--- config.mk ---
export PLATFORM = sky130hd
export DESIGN_NAME = shared_reg_arbiter
export DESIGN_NICKNAME = d
export VERILOG_FILES = /design/src/rtl/shared_reg_arbiter.sv
export SDC_FILE = /design/constraint.sdc
export NUM_CORES = 1
export LEC_CHECK = 0
export ABC_AREA = 0
export ABC_CLOCK_PERIOD_IN_PS = 1900
export CORE_AREA = 2 2 52 54
export CTS_CLUSTER_SIZE = 20
export DETAILED_ROUTE_END_ITERATION = 8
export DIE_AREA = 0 0 54 56
export MAX_ROUTING_LAYER = met4
export PLACE_DENSITY = 0.76
export RECOVER_POWER = 100
export REMOVE_ABC_BUFFERS = 1
export SETUP_SLACK_MARGIN = 0.2
export SLEW_MARGIN = 0
export SYNTH_ARGS = -nofsm -noshare
export SYNTH_HDL_FRONTEND = slang
export SYNTH_SLANG_ARGS = --single-unit
--- constraint.sdc ---
create_clock -name clk -period 1.9 [get_ports clk]
set_input_delay 0.38 -clock clk [delete_from_list [all_inputs] [get_ports clk]]
set_output_delay 0.38 -clock clk [all_outputs]
set_load 0.005 [all_outputs]
--- src/rtl/shared_reg_arbiter.sv ---
// shared_reg_arbiter
//   Round-robin write arbiter that owns the inputs of a shared parallel-load
//   register (load enable, data, synchronous clear). Requesters raise a level
//   request and hold it until they get their one-cycle ack. A clear request
//   is served before any write. Every output is registered.
//
//   Ports
//     clk      system clock, rising edge
//     clr_n    synchronous active-low reset
//     req      per-requester write request, level, held until ack
//     data     requester k data at [k*WIDTH +: WIDTH]
//     clr_req  clear request, level, held until clr_ack
//     lock     (ARB_LOCK_EN only) keep the pointer on the winner after its ack
//     load     register load enable
//     I        register parallel data
//     reg_clr  register clear, active high
//     gnt      one-hot current grant, zero when idle
//     ack      one-cycle completion pulse to the winner
//     clr_ack  one-cycle completion pulse for clr_req
//     busy     high whenever the FSM is not IDLE
//
//   Build option
//     ARB_LOCK_EN  adds the lock input for back-to-back burst ownership.
//
//   state | meaning
//   ------+-------------------------------------------------------------
//   IDLE  | arbitrate: clr_req first, otherwise round-robin from ptr
//   LOAD  | load=1, register captures I at the end of this cycle
//   ACK   | ack to the winner, pointer moves past it (or stays if locked)
//   CLEAR | reg_clr=1 and clr_ack=1 for one cycle, pointer untouched
module shared_reg_arbiter #(
  parameter int NREQ  = 4,
  parameter int WIDTH = 4
) (
  input  logic                  clk,
  input  logic                  clr_n,
  input  logic [NREQ-1:0]       req,
  input  logic [NREQ*WIDTH-1:0] data,
  input  logic                  clr_req,
`ifdef ARB_LOCK_EN
  input  logic [NREQ-1:0]       lock,
`endif
  output logic                  load,
  output logic [WIDTH-1:0]      I,
  output logic                  reg_clr,
  output logic [NREQ-1:0]       gnt,
  output logic [NREQ-1:0]       ack,
  output logic                  clr_ack,
  output logic                  busy
);

  localparam int IW = (NREQ > 1) ? $clog2(NREQ) : 1;
  localparam int CW = IW + 1;

  typedef enum logic [1:0] {IDLE, LOAD, ACK, CLEAR} state_t;

  state_t          state, state_nxt;
  logic [IW-1:0]   ptr, ptr_nxt;
  logic [IW-1:0]   gidx, gidx_nxt;
  logic [IW-1:0]   win;
  logic            found;
  logic [CW-1:0]   cand;

  logic            load_nxt, reg_clr_nxt, clr_ack_nxt;
  logic [WIDTH-1:0] i_nxt;
  logic [NREQ-1:0] gnt_nxt, ack_nxt;

  // Rotating priority search: first asserted request at ptr, ptr+1, ... wrapping.
  always_comb begin
    found = 1'b0;
    win   = '0;
    cand  = '0;
    for (int i = 0; i < NREQ; i++) begin
      cand = {1'b0, ptr} + CW'(i);
      if (cand >= CW'(NREQ)) cand = cand - CW'(NREQ);
      if (!found && req[cand[IW-1:0]]) begin
        found = 1'b1;
        win   = cand[IW-1:0];
      end
    end
  end

  always_comb begin
    state_nxt   = state;
    ptr_nxt     = ptr;
    gidx_nxt    = gidx;
    gnt_nxt     = gnt;
    i_nxt       = I;
    load_nxt    = 1'b0;
    reg_clr_nxt = 1'b0;
    clr_ack_nxt = 1'b0;
    ack_nxt     = '0;
    case (state)
      IDLE: begin
        if (clr_req) begin
          state_nxt   = CLEAR;
          reg_clr_nxt = 1'b1;
          clr_ack_nxt = 1'b1;
        end else if (found) begin
          state_nxt     = LOAD;
          gidx_nxt      = win;
          gnt_nxt       = '0;
          gnt_nxt[win]  = 1'b1;
          i_nxt         = data[int'(win)*WIDTH +: WIDTH];
          load_nxt      = 1'b1;
        end
      end
      LOAD: begin
        state_nxt = ACK;
        ack_nxt   = gnt;
      end
      ACK: begin
        state_nxt = IDLE;
        gnt_nxt   = '0;
        if (gidx == IW'(NREQ - 1)) ptr_nxt = '0;
        else                       ptr_nxt = gidx + IW'(1);
`ifdef ARB_LOCK_EN
        // A locked winner keeps top priority for its next request.
        if (lock[gidx]) ptr_nxt = gidx;
`endif
      end
      CLEAR: state_nxt = IDLE;
      default: state_nxt = IDLE;
    endcase
  end

  always_ff @(posedge clk) begin
    if (!clr_n) begin
      state   <= IDLE;
      ptr     <= '0;
      gidx    <= '0;
      gnt     <= '0;
      I       <= '0;
      load    <= 1'b0;
      reg_clr <= 1'b0;
      ack     <= '0;
      clr_ack <= 1'b0;
      busy    <= 1'b0;
    end else begin
      state   <= state_nxt;
      ptr     <= ptr_nxt;
      gidx    <= gidx_nxt;
      gnt     <= gnt_nxt;
      I       <= i_nxt;
      load    <= load_nxt;
      reg_clr <= reg_clr_nxt;
      ack     <= ack_nxt;
      clr_ack <= clr_ack_nxt;
      busy    <= (state_nxt != IDLE);
    end
  end

endmodule
* After elaboration in Yosys (flattened, before gate mapping) *
Cells that the tools add are included.

cells by class
  add/sub/neg operators = 8
  order comparisons = 10
  equality and inequality tests = 6
  shifts and indexed selects = 1
  multiplexer cells = 31
  bitwise gates (word level) = 3
  reduce and logical (&&, ||, !) cells = 16

operators by type and width
  cell                                                                                 count
  2-bit two-way mux                                                                    11
  16-bit by 5-bit indexed part select with 4-bit output                                1
  2-bit by 3-bit less-than comparator with 1-bit output, second input constant         5
  1-bit two-way mux                                                                    11
  3-bit greater-or-equal comparator, second input constant                             3
  1-bit binary-select mux with 2-bit select                                            4
  4-bit two-way mux                                                                    2
  4-bit case mux with 2 select lines                                                   1
  2-bit by 1-bit subtractor with 2-bit output, second input constant                   4
  2-bit by 2-bit adder with 3-bit output, second input constant                        2
  2-bit equality test, second input constant                                           3
  2-bit case mux with 3 select lines                                                   1
  3-bit AND reduction                                                                  2
  1-bit logical AND                                                                    4
  2-bit != test, second input constant                                                 2
  2-bit AND reduction                                                                  2
  2-bit nonzero test                                                                   2
  2-bit by 1-bit adder with 3-bit output, second input constant                        1
  2-bit by 3-bit greater-or-equal comparator with 1-bit output, second input constant  1
  1-bit zero test                                                                      3
  1-bit inverter                                                                       3
  3-bit OR reduction                                                                   1
  2-bit by 1-bit adder with 2-bit output, second input constant                        1
  1-bit demux with 2-bit select                                                        1
  4 further kinds                                                                      4

word-level totals
  bits in registers = 21

* Longest topological paths before layout *
Gate-level depths: netlist of run 1.

  word-level depth = 21
  mapped depth = 6
  depth with buffers taken out = 5

* Worst setup path before layout of run 1 *
No wires, ideal clock.

  path kind = reg2reg
  from = reg ptr[1]
  to = reg I[0]
  library setup time = 0.088 ns
  arrival = 1.468 ns
  data required time = 1.812 ns
  setup slack = 0.343 ns
  cell stages (with the launch flop) = 7
  buffers on the path = 1
  path through = dfxtp_1 > mux2i_2 > o221a_2 > buf_4 > nand2_1 > and4_1 > a311oi_2

on the way
  word-level cells in the longest chain between the ends = 15
  elaborated cells between the ends (all ways) = 39
  those cells by class = add/sub: 7; order compare: 4; shift: 1; mux: 20; reduce/logical: 7

RTL lines
  what                                                                                             RTL line  source
  start, declared                                                                                  58        logic [IW-1:0] ptr, ptr_nxt;
  start signal, assigned                                                                           141       ptr <= ptr_nxt;
  parallel branches: the longest is 15 deep, another holds 2-bit by 1-bit adder with 3-bit output  n/a
  end signal, assigned                                                                             144       I <= i_nxt;
  end, declared                                                                                    44        output logic [WIDTH-1:0] I,

Several ways; the timed one is not identified. The select of a mux whose other input is x is not followed.
A chain may end at the register's enable or synchronous reset.

==> results of run 1 <==
per-layer routing:
metal  part of all wire  vias up  wire length [microns]  GRT usage
met5                  0        -                      0          -
met4              0.027        0                     72      0.129
met3              0.041        5                    110     0.0430
met2               0.53       36                   1420      0.329
met1               0.40      468                   1080      0.203
li1                   -      495                      -          -
what timing repair did:
action / 4_1_cts / 5_1_grt
hold buffers: 0 / 0
endpoints found under the setup margin: 8 / 8
pin swaps: 0 / 1
resized for setup: 10 / 6
cells in the mapped netlist (all sizes together):
| library cell | count |
|---|---|
| mux2i | 2 |
| nor4 | 2 |
| a21oi | 9 |
| buf | 2 |
| clkinv | 1 |
| o22ai | 4 |
| a211oi | 1 |
| o221a | 1 |
| nor3 | 1 |
| and3 | 5 |
| nand3b | 1 |
| ha | 1 |
| dfxtp | 21 |
| o21ai | 4 |
| o2bb2a | 1 |
| inv | 6 |
| nor2b | 5 |
| and4 | 4 |
| or3b | 1 |
| clkbuf | 2 |
| o21a | 1 |
| o21bai | 1 |
| or4 | 1 |
| a311oi | 4 |
| a21boi | 1 |
| nor2 | 9 |
| o221ai | 1 |
| nand2 | 20 |
registers in the layout, summed over array words and instances, names as in the netlist:
| name | flops |
|---|---|
| ptr | 2 |
| busy | 1 |
| gnt | 4 |
| ack | 4 |
| load | 1 |
| state | 2 |
| I | 4 |
| clr_ack | 1 |
| gidx | 2 |
worst max-delay path by stage:
stage,startpoint,slack [ns],end,cells after the start
2_1_floorplan,ptr[1],0.37,I[0],5
3_3_place_gp,req[1],-0.20,I[0],6
3_5_place_dp,req[0],-0.27,I[2],5
4_1_cts,ptr[1],0.19,I[2],5
5_1_grt,req[0],0.13,I[2],7
6_report,clr_n,0.21,busy,5
kinds of logic after synthesis:
logic type,Yosys count
muxes,2
buffers and inverters,11
adders and majority gates,1
DFF,21
AOI/OAI and AO/OA,28
and+or+nand+nor,49
layout make-up:
cell class	count	area (sq um)	share of cell area
clock inverter	1	5.00	0.00325
inverter	7	26.3	0.0171
tap	30	37.5	0.0244
sequential	21	423	0.275
timing repair buffer	47	443	0.288
clock buffer	3	22.5	0.0146
multi-input combinational	80	583	0.379
per-stage QoR:
step | hold slack (ns) | power (mW) | setup slack (ns)
2_1_floorplan | 0.454 | 0.618 | 0.372
3_3_place_gp | 0.455 | 0.756 | -0.196
3_5_place_dp | 0.458 | 0.763 | -0.268
4_1_cts | 0.477 | 1.00 | 0.185
5_1_grt | 0.505 | 1.04 | 0.129
6_report | 0.470 | 0.990 | 0.210
power groups by stage:
stage	combinational (mW)	sequential, mW	clock (mW)
after floorplan	0.114	0.504	0
after global placement	0.249	0.507	0
after detailed placement	0.256	0.508	0
after CTS	0.266	0.499	0.235
after global routing	0.284	0.504	0.251
final	0.261	0.500	0.230
worst max-delay path, cell delays in order:
cell           delay [ns]
dlygate4sd3_1        0.57
clkbuf_1             0.40
nor2b_1              0.32
o21a_1               0.18
o21bai_1             0.10
==> results.py, run 1 <==
metrics = {
    "synthesis": {
        "synth.avg_cell_area_sq_um": 8.91,
        "synth_compound_area_frac": 0.232,
        "ys_types": 32,
        "synth_area_leaders": "dfxtp_1, nand2_1, a311oi_2, a21oi_1, and4_1",
        "ys.warnings.count": 0,
        "synth_area_sq_um": 998,
        "ys_seq_area_frac": 0.421,
        "synth_top_family_by_area": "simple AND/OR/NAND/NOR gates",
        "synth-xor-area-share": 0,
        "synth_top_area_share": 0.421,
        "synth-seq-cells": 21,
        "synth_mux_area_frac": 0.0238,
        "yosys.area_share.simple": 0.262,
        "syn_inst": 112,
        "synth_top_area_cell": "dfxtp_1",
        "synthAdderAreaFrac": 0.0125,
    },
    "floorplan": {
        "die_area_sq_um": 3020,
        "num_rows": 18,
        "die_x_microns": 54,
        "die_h_microns": 56,
        "start_util": 0.410,
        "ios": 39,
        "core-area_sq_um": 2430,
    },
    "cts": {
        "cts.htree.levels": 1,
        "cts_tree": "built",
        "cts_buffer_depth": 2,
        "clkTransAtPathRegs_ns": 0.12,
        "clock_sinks": 21,
        "cts-root-buf": "clkbuf_4",
        "cts_buffers": 3,
        "clock_latency_ns": 0.33,
        "post_cts_buffers": 0,
    },
    "sta": {
        "fin_crit_ns": 1.69,
        "skew_ns": 0.00524,
        "rsz0062_at_grt": "no",
        "tightestPinTransition_ns": 0.482,
        "min_period_over_period": 0.890,
        "finalHoldViolations": 0,
        "fin_tns_setup_ns": 0,
        "setup_viol_count_final": 0,
        "slew_headroom": 0.679,
        "max_freq_mhz": 592,
        "slew_viol_final": 0,
    },
    "power_and_ir_drop": {
        "powerDensity_nw_per_um2": 643,
        "ir_drop_mv": 0.345,
        "p_leak_nw": 0.646,
        "swShare": 0.300,
        "combinationalPowerShare": 0.263,
        "p_seq_frac": 0.505,
        "pwr-share-clk": 0.232,
        "p_int_mw": 0.693,
        "p_switching_mw": 0.298,
    },
    "critical_path": {
        "cp-end-kind": "flip-flop",
        "critPathLaunchType": "input pin",
        "rrSetupSlack_ns": 0.28,
        "crit_fanout": 11,
        "required_ns": 2.17,
        "r2r_start": "ptr[1]",
        "crit_type": "input pin to flip-flop",
        "rr_endpoint": "I[2]",
        "crit_arrival_ns": 1.96,
        "r2r_cells": 6,
    },
    "layout": {
        "stdcell_count": 189,
        "drive_above_1_share": 0.170,
        "fillers": 223,
        "diodes": 0,
        "area_growth_pct": 54.3,
        "layout_commonest_cell": "nand2_1",
        "final_util": 0.633,
        "final_area_sq_um": 1540,
        "final_nets": 184,
        "final_cell_mix": "nand2_1, dfxtp_1, dlygate4sd3_1",
    },
    "route": {
        "drtIter0Drc": 16,
        "remaining_drc_errors": 0,
        "routed_via_density": 5.31,
        "ant_nets": 0,
        "vias": 1004,
        "wl_microns": 2680,
        "drtPass1Iterations": 4,
        "avgRoutedWirePerCell_microns": 14.2,
    },
    "global_route": {
        "antenna_found_initial": 0,
        "grt.overflow.total": 0,
        "grt_max_degree": 13,
        "grt_pass1_wl_microns": 4200,
        "first_global_vias": 958,
        "globalRouteTotalUtil": 0.199,
    },
    "place": {
        "port_buffers": 38,
        "gp_congestion": 0.791,
        "placed_cell_area_sq_um": 1460,
        "dpl.cell_count": 185,
        "dp_hpwl_microns": 1990,
    },
    "worst_hold_path": {
        "hp-class": "flip-flop to flip-flop",
        "min_path_cells": 2,
        "hold_start": "gnt[1]",
        "min_to": "gnt[1]",
    },
    "run_status": {
        "status": "completed",
    },
    "job": {
        "maxCapViolations": 0,
    },
}
Note: power is estimated with default switching activity, not from simulation.
==> run 2: changes to the inputs <==
--- a/config.mk
+++ b/config.mk
@@ -12,7 +12,7 @@
 export DETAILED_ROUTE_END_ITERATION = 8
 export DIE_AREA = 0 0 54 56
 export MAX_ROUTING_LAYER = met4
-export PLACE_DENSITY = 0.76
+export PLACE_DENSITY = 0.83
 export RECOVER_POWER = 100
 export REMOVE_ABC_BUFFERS = 1
 export SETUP_SLACK_MARGIN = 0.2
==> results.py, run 2 (synthesized netlist as in run 1, its figures left out) <==
metrics = {
    "floorplan": {
        "die_area_sq_um": 3020,
        "start_util": 0.410,
        "core-area_sq_um": 2430,
        "die_x_microns": 54,
        "num_rows": 18,
        "die_h_microns": 56,
        "ios": 39,
    },
    "cts": {
        "cts.htree.levels": 1,
        "cts_tree": "built",
        "clock_sinks": 21,
        "cts-root-buf": "clkbuf_4",
        "post_cts_buffers": 0,
        "clkTransAtPathRegs_ns": 0.11,
        "cts_buffers": 3,
        "clock_latency_ns": 0.32,
        "cts_buffer_depth": 2,
    },
    "route": {
        "remaining_drc_errors": 0,
        "avgRoutedWirePerCell_microns": 13.3,
        "vias": 1011,
        "wl_microns": 2500,
        "ant_nets": 0,
        "drtIter0Drc": 16,
        "drtPass1Iterations": 4,
        "routed_via_density": 5.38,
    },
    "global_route": {
        "grt.met3_usage": 0.0242,
        "grt_pass1_wl_microns": 3990,
        "antenna_found_initial": 0,
        "first_global_vias": 915,
        "grt_max_degree": 13,
        "use_met1": 0.207,
        "grt.overflow.total": 0,
        "grt-busiest-layer": "met2",
        "globalRouteTotalUtil": 0.180,
        "met2_usage": 0.298,
    },
    "sta": {
        "rsz0062_at_grt": "yes",
        "slew_viol_final": 0,
        "skew_ns": 0.00904,
        "fin_crit_ns": 1.68,
        "finalHoldViolations": 0,
        "min_period_over_period": 0.886,
        "slew_headroom": 0.718,
        "setup_viol_count_final": 0,
        "max_freq_mhz": 594,
        "tightestPinTransition_ns": 0.419,
        "fin_ws_ns": 0.217,
    },
    "critical_path": {
        "required_ns": 2.14,
        "crit_fanout": 4,
        "crit_type": "input pin to flip-flop",
        "critPathLaunchType": "input pin",
        "cp-end-kind": "flip-flop",
        "crit_arrival_ns": 1.93,
    },
    "layout": {
        "final_cell_mix": "dfxtp_1, nand2_1, dlygate4sd3_1",
        "fillers": 221,
        "largestRegisters": "I x4, ack x4, gnt x4",
        "final_util": 0.618,
        "final_nets": 183,
        "drive_above_1_share": 0.146,
        "area_growth_pct": 50.5,
        "diodes": 0,
    },
    "place": {
        "pre_cts_slack_ns": -0.300,
        "port_buffers": 38,
        "gp_congestion": 0.787,
        "dp_hpwl_microns": 1940,
    },
    "worst_hold_path": {
        "hp-class": "flip-flop to flip-flop",
    },
    "run_status": {
        "status": "completed",
    },
    "job": {
        "maxCapViolations": 0,
    },
    "power_and_ir_drop": {
        "ir_drop_mv": 0.373,
        "p_leak_nw": 0.626,
        "power_mw": 0.974,
        "powerDensity_nw_per_um2": 648,
    },
}
-- run 2: cell type report --
cell class,count,area [sq um],share of cell area
timing repair buffer,46,433,0.288
clock inverter,1,5.00,0.00333
inverter,7,26.3,0.0175
clock buffer,3,22.5,0.0150
sequential,21,422,0.281
multi-input combinational,80,557,0.371
tap,30,37.5,0.0250
-- run 2: worst max-delay path, cell delays in order --
cell	delay (ns)
clkdlybuf4s50_1	0.46
nor4_1	0.36
buf_4	0.22
nor2_1	0.04
nor2_1	0.07
o21ai_0	0.16
o22ai_1	0.23
-- run 2: layer usage --
layer,wire length [microns],vias to the layer above
met4,63,0
met2,1200,45
met1,1060,466
met3,175,7
met5,0,-
li1,-,493
-- run 2: path summary, 6_finish.rpt --
check	from	endpoint	slack, ns	depth (start not counted)
min reg2reg	gnt[1]	gnt[1]	0.48	2
max	req[3]	gnt[0]	0.22	7
min	gnt[1]	gnt[1]	0.48	2
max reg2reg	ptr[1]	I[0]	0.29	5
-- run 2: power by group --
part,internal [mW],leakage [nW],switching [mW]
Sequential,0.472,0.173,0.0274
Combinational,0.138,0.436,0.111
Clock,0.0789,0.0177,0.147
Total,0.689,0.626,0.285
-- run 2: through the flow --
step | TNS (ns) | cells | area [sq um] | hold WS [ns]
final | 0 | 188 | 1500 | 0.479
after global routing | 0 | 188 | 1500 | 0.515
after CTS | 0 | 188 | 1520 | 0.482
after detailed placement | -2.03 | 184 | 1450 | 0.464
after global placement | -1.19 | 184 | 1450 | 0.462
after floorplan | 0 | 108 | 976 | 0.454
-- run 2: timing repair --
item,4_1_cts,5_1_grt
gates cloned,0,0
hold buffers,0,0
endpoints found under the setup margin,8,4
pin swaps,0,1
resized for setup,11,3
==> run 3: changes to the inputs <==
--- a/config.mk
+++ b/config.mk
@@ -7,12 +7,12 @@
 export LEC_CHECK = 0
 export ABC_AREA = 0
 export ABC_CLOCK_PERIOD_IN_PS = 1900
-export CORE_AREA = 2 2 52 54
+export CORE_AREA = 2 2 67 69
 export CTS_CLUSTER_SIZE = 20
 export DETAILED_ROUTE_END_ITERATION = 8
-export DIE_AREA = 0 0 54 56
+export DIE_AREA = 0 0 69 71
 export MAX_ROUTING_LAYER = met4
-export PLACE_DENSITY = 0.83
+export PLACE_DENSITY = 0.56
 export RECOVER_POWER = 100
 export REMOVE_ABC_BUFFERS = 1
 export SETUP_SLACK_MARGIN = 0.2
==> results.py, run 3 (synthesized netlist as in run 1, its figures left out) <==
metrics = {
    "route": {
        "top_layer": "met4",
        "drtPass1Iterations": 4,
        "drtIter0Drc": 43,
        "avgRoutedWirePerCell_microns": 12.9,
        "remaining_drc_errors": 0,
        "ant_nets": 0,
        "wl_met1_microns": 1260,
        "wl_met2_microns": 1240,
        "routed_via_density": 4.59,
        "vias": 974,
        "wl_microns": 2730,
        "dr_wl_met3_microns": 165,
    },
    "critical_path": {
        "crit_start": "clr_req",
        "rr_endpoint": "I[1]",
        "r2r_start": "ptr[0]",
        "max_stage_delay_ns": 0.64,
        "worstSetupEndpoint": "gnt[1]",
        "critPathLaunchType": "input pin",
        "path_cells": "dlygate4sd3_1, clkbuf_1, nor2_1, nor2_1, o21ai_0, o22ai_1",
        "cp_slowest_cell": "dlygate4sd3_1",
        "required_ns": 2.03,
        "critPathMostFrequentCell": "nor2_1",
        "rrSetupSlack_ns": 0.25,
        "r2r_cells": 6,
        "crit_fanout": 4,
        "crit_arrival_ns": 1.84,
        "cp-end-kind": "flip-flop",
        "crit_type": "input pin to flip-flop",
    },
    "layout": {
        "final_area_sq_um": 1570,
        "drive_above_1_share": 0.169,
        "largestRegisters": "I x4, ack x4, gnt x4",
        "final_util": 0.374,
        "final_cell_mix": "dfxtp_1, nand2_1, clkdlybuf4s50_1, dlygate4sd3_1, a21oi_1",
        "final_nets": 185,
        "diodes": 0,
        "fillers": 435,
        "stdcell_count": 212,
        "area_growth_pct": 57.3,
    },
    "floorplan": {
        "num_rows": 24,
        "die_area_sq_um": 4900,
        "die_x_microns": 69,
        "ios": 39,
        "die_h_microns": 71,
        "core-area_sq_um": 4200,
        "start_util": 0.238,
    },
    "cts": {
        "cts_buffer_depth": 2,
        "cts_hold_buf": 0,
        "cts_tree": "built",
        "clock_sinks": 21,
        "clkTransAtPathRegs_ns": 0.07,
        "cts-root-buf": "clkbuf_8",
        "cts.htree.levels": 1,
        "clock_latency_ns": 0.26,
        "cts_buffers": 3,
    },
    "power_and_ir_drop": {
        "powerDensity_nw_per_um2": 667,
        "power_mw": 1.05,
        "ir_drop_mv": 0.223,
        "combinationalPowerShare": 0.244,
        "p_int_mw": 0.757,
        "swShare": 0.277,
        "pwr-share-clk": 0.280,
        "p_switching_mw": 0.290,
        "p_seq_frac": 0.476,
        "p_leak_nw": 0.650,
    },
    "sta": {
        "rsz0062_at_grt": "no",
        "max_freq_mhz": 587,
        "slew_headroom": 0.718,
        "fin_crit_ns": 1.70,
        "skew_ns": 0.00204,
        "tightestPinTransition_ns": 0.419,
        "fin_tns_setup_ns": 0,
        "finalHoldViolations": 0,
        "setup_viol_count_final": 0,
        "slew_viol_final": 0,
        "min_period_over_period": 0.897,
    },
    "global_route": {
        "first_global_vias": 994,
        "grt_pass1_wl_microns": 4500,
        "grt_max_degree": 13,
        "grt.overflow.total": 0,
        "antenna_found_initial": 0,
        "globalRouteTotalUtil": 0.119,
    },
    "place": {
        "gp_congestion": 0.796,
        "dpl.cell_count": 207,
        "dp_hpwl_microns": 2150,
        "placed_cell_area_sq_um": 1490,
        "port_buffers": 38,
    },
    "worst_hold_path": {
        "hp-class": "flip-flop to flip-flop",
    },
    "job": {
        "maxCapViolations": 0,
    },
    "run_status": {
        "status": "completed",
    },
}
## run 3: timing repair
| action | CTS | global route |
|---|---|---|
| buffers inserted | 0 | 1 |
| endpoints found under the setup margin | 9 | 9 |
| pin swaps | 1 | 1 |
| gates resized for setup | 7 | 10 |
## run 3: worst min-delay path by stage
stage / from / to / slack [ns] / cells after the start
floorplan: gnt[1] / gnt[1] / 0.45 / 2
finish: gnt[3] / gnt[3] / 0.46 / 2
detailed placement: gnt[3] / gnt[3] / 0.46 / 2
CTS: gnt[3] / gnt[3] / 0.47 / 2
global route: gnt[1] / gnt[1] / 0.49 / 2
global placement: gnt[1] / gnt[1] / 0.46 / 2
## run 3: through the flow
stage,worst slack [ns],hold WS (ns)
after floorplan,0.372,0.454
after global placement,-0.172,0.460
after global routing,0.108,0.493
after CTS,0.181,0.470
after detailed placement,-0.258,0.457
final,0.196,0.460
## run 3: per-layer routing
| metal | track usage | vias to the layer above |
|---|---|---|
| li1 | - | 494 |
| met1 | 0.143 | 442 |
| met2 | 0.184 | 33 |
| met3 | 0.0299 | 5 |
| met4 | 0.0632 | 0 |
| met5 | - | - |
## run 3: worst max-delay path, delay by kind of cell
family          cells  cell delay [ns]
compound gates      2             0.49
buf+inv             2             0.81
simple gates        2             0.15
## run 3: power by group through the flow
stage | Sequential [mW] | Clock, mW | Combinational (mW)
2_1_floorplan | 0.504 | 0 | 0.114
6_report | 0.498 | 0.294 | 0.255
3_5_place_dp | 0.508 | 0 | 0.259
4_1_cts | 0.499 | 0.306 | 0.265
3_3_place_gp | 0.506 | 0 | 0.254
5_1_grt | 0.502 | 0.318 | 0.282
## run 3: area by class of cell
class	count	area, sq um	share of cell area
tap	52	65.1	0.0414
sequential	21	422	0.269
clock inverter	1	5.00	0.00319
clock buffer	3	41.3	0.0263
inverter	7	26.3	0.0167
timing repair buffer	48	439	0.280
multi-input combinational	80	572	0.364
